### src/rtl/ahb_bram_ctrl.sv
// ahb_bram_ctrl: AHB-Lite slave front end for a simple dual-port block RAM.
// Port A is the byte-enabled write port and port B is the registered-address
// read port. Transfers complete with zero wait states, and illegal sizes get
// a two-cycle ERROR response.
// Optional macro AHB_BRAM_FWD_EN: a read that hits the word being written
// gets the new bytes through a forwarding merge. Without the macro, that read
// inserts one wait state so the RAM can return the committed word.
`timescale 1ns/1ps
module ahb_bram_ctrl #(
   parameter int ADDR_WIDTH = 14
) (
   input  logic                  HCLK,
   input  logic                  HRESET,
   input  logic                  HSEL,
   input  logic [31:0]           HADDR,
   input  logic [1:0]            HTRANS,
   input  logic [2:0]            HSIZE,
   input  logic                  HWRITE,
   input  logic                  HREADY,
   input  logic [31:0]           HWDATA,
   output logic [31:0]           HRDATA,
   output logic                  HREADYOUT,
   output logic                  HRESP,
   output logic [ADDR_WIDTH-1:0] bram_addra,
   output logic [31:0]           bram_dina,
   output logic [3:0]            bram_wea,
   output logic [ADDR_WIDTH-1:0] bram_addrb,
   input  logic [31:0]           bram_doutb
);

   typedef enum logic [1:0] {S_IDLE, S_ERR1, S_ERR2} state_t;

   state_t                state_q, state_d;
   logic                  wr_ph_q, wr_ph_d;
   logic [ADDR_WIDTH-1:0] wr_addr_q, wr_addr_d;
   logic [3:0]            wr_mask_q, wr_mask_d;
   logic                  rd_ph_q, rd_ph_d;
   logic                  stall_q, stall_d;
`ifdef AHB_BRAM_FWD_EN
   logic                  fwd_hit_q, fwd_hit_d;
   logic [31:0]           fwd_data_q, fwd_data_d;
   logic [3:0]            fwd_mask_q, fwd_mask_d;
   logic [31:0]           merged;
`else
   logic [ADDR_WIDTH-1:0] rd_addr_q, rd_addr_d;
`endif

   logic                  illegal, acc_ok, wr_acc, rd_acc, hit;
   logic [3:0]            mask;
   logic [ADDR_WIDTH-1:0] haddr_word;
   logic                  unused_bits;

   // The upper HADDR bits alias, and the SEQ/NONSEQ distinction does not matter here.
   assign unused_bits = ^{HADDR[31:ADDR_WIDTH+2], HTRANS[0]};

   // Address-phase decode: byte mask, legality, and the accept qualifier.
   always_comb begin
      haddr_word = HADDR[ADDR_WIDTH+1:2];
      mask       = 4'b0000;
      case (HSIZE)
         3'd0:    mask = 4'b0001 << HADDR[1:0];
         3'd1:    mask = HADDR[1] ? 4'b1100 : 4'b0011;
         3'd2:    mask = 4'b1111;
         default: mask = 4'b0000;
      endcase
      illegal = (HSIZE >= 3'd3) || (HSIZE == 3'd1 && HADDR[0]) ||
                (HSIZE == 3'd2 && HADDR[1:0] != 2'b00);
      // No new transfer can start in ERR1 or during a stall; HREADY is low then anyway.
      acc_ok  = HSEL && HREADY && HTRANS[1] && (state_q != S_ERR1) && !stall_q;
      wr_acc  = acc_ok && !illegal && HWRITE;
      rd_acc  = acc_ok && !illegal && !HWRITE;
      // A read is hazardous when its word is the word being written in this cycle's data phase.
      hit     = wr_ph_q && (wr_addr_q == haddr_word);
   end

   // Phase flags and latched write/forwarding data for the next cycle.
   always_comb begin
      wr_ph_d   = wr_acc;
      wr_addr_d = wr_acc ? haddr_word : wr_addr_q;
      wr_mask_d = wr_acc ? mask : wr_mask_q;
`ifdef AHB_BRAM_FWD_EN
      rd_ph_d    = rd_acc;
      stall_d    = 1'b0;
      fwd_hit_d  = rd_acc && hit;
      fwd_data_d = (rd_acc && hit) ? HWDATA : fwd_data_q;
      fwd_mask_d = (rd_acc && hit) ? wr_mask_q : fwd_mask_q;
`else
      // On a hit, spend one cycle so the RAM re-reads the word after the commit.
      stall_d    = rd_acc && hit;
      rd_ph_d    = (rd_acc && !hit) || stall_q;
      rd_addr_d  = rd_acc ? haddr_word : rd_addr_q;
`endif
   end

   // Datapath registers; reset drops any pending write immediately.
   always_ff @(posedge HCLK or posedge HRESET) begin
      if (HRESET) begin
         wr_ph_q    <= 1'b0;
         wr_addr_q  <= '0;
         wr_mask_q  <= 4'b0000;
         rd_ph_q    <= 1'b0;
         stall_q    <= 1'b0;
`ifdef AHB_BRAM_FWD_EN
         fwd_hit_q  <= 1'b0;
         fwd_data_q <= 32'h0;
         fwd_mask_q <= 4'b0000;
`else
         rd_addr_q  <= '0;
`endif
      end else begin
         wr_ph_q    <= wr_ph_d;
         wr_addr_q  <= wr_addr_d;
         wr_mask_q  <= wr_mask_d;
         rd_ph_q    <= rd_ph_d;
         stall_q    <= stall_d;
`ifdef AHB_BRAM_FWD_EN
         fwd_hit_q  <= fwd_hit_d;
         fwd_data_q <= fwd_data_d;
         fwd_mask_q <= fwd_mask_d;
`else
         rd_addr_q  <= rd_addr_d;
`endif
      end
   end

   // Error FSM state register.
   always_ff @(posedge HCLK or posedge HRESET) begin
      if (HRESET) state_q <= S_IDLE;
      else        state_q <= state_d;
   end

   // Error FSM next state: two-cycle ERROR, re-entered from ERR2 on another illegal transfer.
   always_comb begin
      state_d = state_q;
      case (state_q)
         S_IDLE:  if (acc_ok && illegal) state_d = S_ERR1;
         S_ERR1:  state_d = S_ERR2;
         S_ERR2:  state_d = (acc_ok && illegal) ? S_ERR1 : S_IDLE;
         default: state_d = S_IDLE;
      endcase
   end

   // Bus response outputs.
   always_comb begin
      HREADYOUT = (state_q != S_ERR1) && !stall_q;
      HRESP     = (state_q != S_IDLE);
   end

   // RAM ports and read data return.
   always_comb begin
      bram_addra = wr_addr_q;
      bram_dina  = HWDATA;
      bram_wea   = wr_ph_q ? wr_mask_q : 4'b0000;
`ifdef AHB_BRAM_FWD_EN
      bram_addrb = haddr_word;
      merged     = 32'h0;
      for (int i = 0; i < 4; i++)
         merged[8*i +: 8] = (fwd_hit_q && fwd_mask_q[i]) ? fwd_data_q[8*i +: 8]
                                                         : bram_doutb[8*i +: 8];
      HRDATA     = rd_ph_q ? merged : 32'h0;
`else
      bram_addrb = stall_q ? rd_addr_q : haddr_word;
      HRDATA     = rd_ph_q ? bram_doutb : 32'h0;
`endif
   end

endmodule
### config.mk
export PLATFORM = sky130hd
export DESIGN_NAME = ahb_bram_ctrl
export DESIGN_NICKNAME = d
export VERILOG_FILES = /design/src/rtl/ahb_bram_ctrl.sv
export SDC_FILE = /design/constraint.sdc
export NUM_CORES = 1
export LEC_CHECK = 0
export CORE_MARGIN = 5
export CORE_UTILIZATION = 32
export CTS_CLUSTER_SIZE = 12
export DETAILED_ROUTE_END_ITERATION = 16
export PLACE_DENSITY = 0.81
export SYNTH_ARGS = -nofsm -noshare
export SYNTH_HDL_FRONTEND = slang
export SYNTH_SLANG_ARGS = --single-unit
export TNS_END_PERCENT = 100
### constraint.sdc
create_clock -name HCLK -period 2.32 [get_ports HCLK]
set_input_delay 0.696 -clock HCLK [delete_from_list [all_inputs] [get_ports HCLK]]
set_output_delay 0.696 -clock HCLK [all_outputs]
set_load 0.005 [all_outputs]
==> summary.txt <==
Outcome
  – Status: finished, final reports clean

Placement
  – Port bufs: approximately 120
  – Setup WS pre-CTS: -0.276 ns
  – Gpl congestion: a little over 0.8
  – Cell Count Post-Placement: 415
  – DP HPWL: 6.27 mm

Worst setup path
  – Crit-path max FO: 2
  – Crit start category: primary input
  – Setup Crit Path Kind: in -> out
  – Critical path data arrival time: 1.59 ns
  – Worst EP required: 1.62 ns
  – Crit end category: output port

Yosys
  – Synth area leader: dfrtp_1
  – Gate Count Post-Synth: 207
  – Dominant synthesized flop cell: dfrtp_1
  – Cell Area, Synth: 2360 um2
  – Synth Warn #: 0
  – Yosys cell types: 27
  – Synthesized area per cell: around 11 um2
  – Synth top area share: 39.2%
  – Synth cell count leaders: 37 x and2_1, 37 x dfrtp_1, 32 x buf_4
  – Post-synth EDFFs: 0
  – Seq/Total Area, Yosys: between 30% and 40%
  – Fraction of registers with async set/reset: 100%
  – Syn_nets: 313
  – Synth top area cells: dfrtp_1 39%, mux2_2 13%, mux2_4 11%
  – Yosys reg bits: 37

Power
  – Clk network pwr share: 29.5%
  – Sw Ratio: a little under a quarter
  – Logic pwr share: 27.1%
  – Power Internal: 1480 uW
  – Sw power: 448 uW
  – Reg power frac: 43.4%
  – Pwr/cell area: slightly above 500 nW/um2
  – VDD IR max: 0.000349 V
  – P_leak: 0.00183 uW

CTS
  – Skew-Pair Late Insertion Delay: 0.28 ns
  – H-tree level count: 2
  – Setup Buffers After CTS: 0
  – CTS tree: built
  – CTS clk-pin slew, worst paths: 0.08 ns
  – Clock Tree Buf Depth: 2
  – CTS Buf Count: 5
  – Clock Root Buffer: clkbuf_8
  – Post-CTS Hold Buffers: 0
  – Sink Count: 37

Routing
  – DR vias/cell: 4.48
  – Final wirelength: roughly 7.5 mm
  – Routed Antenna Nets: 0
  – Remaining DRCs: 0
  – DRT iter0 DRCs: 34
  – DR WL/cell: 17.7 um
  – Via total after detailed routing: 1898
  – DRT Pass-1 Iters: 4

Die
  – Initial core utilization: 32.8%
  – I/O Pins: roughly 200
  – DIE AREA: 9210 um2
  – Die Span Y: ~96 um
  – Core ar.: 7210 um2
  – Die width: 96.0 um
  – Rows: 31

Cells and area
  – Layout cells sized above 1: 27.1%
  – # diodes: 0
  – Final Non-Filler Cells: 424
  – Layout net count: 430
  – Fillers: 695
  – Area Overhead vs Synth: 59.4%

Global routing
  – Total Routing Usage GR: between 10% and 20%
  – Vias in the first global route: 2033
  – Remaining global-route overflow: 0
  – Initial antenna violation count: 0
  – First-pass GRT wire length: around 11 mm
  – Pin count of the biggest net entering global routing: 38

Flow run
  – Max-cap violations: 0

Timing
  – Hold WS: 0.458 ns
  – Final setup viols: 0
  – RSZ-0062 raised after global routing: no
  – Post-Route Setup TNS: 0 ns
  – Fin crit share: approximately 99%
  – Fmax: ~0.44 GHz
  – Max Slew Vio Count: 0
  – Worst-Margin Slew: 0.469 ns
  – Headroom to the max-slew limit: 68.5%
  – Tmin final: between 2 and 2.5 ns
  – Worst Skew: 0.00984 ns
  – Hold Vio Cnt, Final: 0
  – Worst setup margin: around 0.03 ns

Worst hold path
  – Hold/Removal Path Class: reg -> reg
==> logic make-up (layout without fill, tap and decap cells) <==
logic type,after synthesis,count (layout),share of synthesized area [%]
AO/OA/AOI/OAI,10,10,2.59
XOR/XNOR,14,14,5.19
buffers and inverters,45,163,13.5
flip-flops,37,37,39.2
multiplexers,46,46,24.8
AND/OR/NAND/NOR,55,55,14.8
==> metal layers <==
metal  GRT usage [%]  vias to the layer above  part of all wire (%)
met5               0                        -                     0
li1                -                      890                     -
met2            28.3                      109                    53
met3            4.69                       15                    10
met4            4.38                        0                   2.4
met1            16.0                      884                    34
==> state kept, by name, indices dropped and copies added (netlist names) <==
name / count
rd_addr_q: 14
rd_ph_q: 1
state_q: 2
stall_q: 1
wr_mask_q: 4
bram_addra: 14
wr_ph_q: 1
==> power groups by stage <==
stage,registers [uW],clock network [uW],logic [uW]
2_1_floorplan,830,0,275
3_3_place_gp,841,0,525
3_5_place_dp,846,0,540
4_1_cts,838,585,530
5_1_grt,852,616,567
6_report,837,568,522
==> worst paths after layout <==
kind | startpoint | endpoint | slack (ns) | cells after the start
setup / recovery | HADDR[14] | bram_addrb[12] | 0.03 | 3
hold / removal | state_q[1] | state_q[1] | 0.46 | 1
setup reg to reg | stall_q | rd_addr_q[10] | 0.66 | 5
hold reg to reg | state_q[1] | state_q[1] | 0.46 | 1
max in group asynchronous | HRESET | rd_addr_q[11] | 1.16 | 3
min in group asynchronous | HRESET | wr_mask_q[0] | 0.82 | 3
==> cell type report <==
class / instances / area, um2 / share of cell area (%)
Tap cell: 99 / 124 / 3.29
Sequential cell: 37 / 926 / 24.6
Clock buffer: 7 / 86.3 / 2.29
Multi-Input combinational cell: 125 / 1130 / 30.0
Clock inverter: 1 / 30.0 / 0.797
Inverter: 5 / 18.8 / 0.498
Timing Repair Buffer: 150 / 1450 / 38.5
==> placed cells by master (no fill, tap or decap) <==
master,instances
a21oi_1,4
or3_4,1
buf_12,4
a21o_1,2
bufinv_16,1
inv_1,5
nor4_1,2
nand3_1,2
mux2_4,18
buf_4,23
clkdlybuf4s50_1,71
buf_2,1
a21oi_4,1
dlygate4sd2_1,38
clkbuf_8,6
o21ai_0,2
clkbuf_16,1
mux2_2,28
nand4_1,3
clkbuf_1,1
or2_2,1
and3b_2,1
nand2_1,1
nand3_4,1
xnor2_1,14
nor2b_1,1
clkdlybuf4s15_1,10
and2_1,37
dlymetal6s2s_1,2
dfrtp_1,37
nand2b_1,1
nor2_1,3
nor3_2,1
o31ai_1,1
==> stage by stage <==
step | util, % | power [uW] | instance area [um2]
finish | 52.2 | 1930 | 3770
global route | 52.2 | 2030 | 3770
CTS | 51.6 | 1950 | 3720
detailed placement | 50.7 | 1390 | 3660
global placement | 50.7 | 1370 | 3660
floorplan | - | 1100 | 2360
==> critical path: stages <==
cell and delay, ns:
clkdlybuf4s50_1 0.42, mux2_2 0.27, clkdlybuf4s15_1 0.21
==> timing repair <==
item	4_1_cts	5_1_grt
pin swaps	0	1
endpoints found under the setup margin	46	6
gates cloned	0	1
resized for setup	62	5
Note: power is estimated with default switching activity, not from simulation.
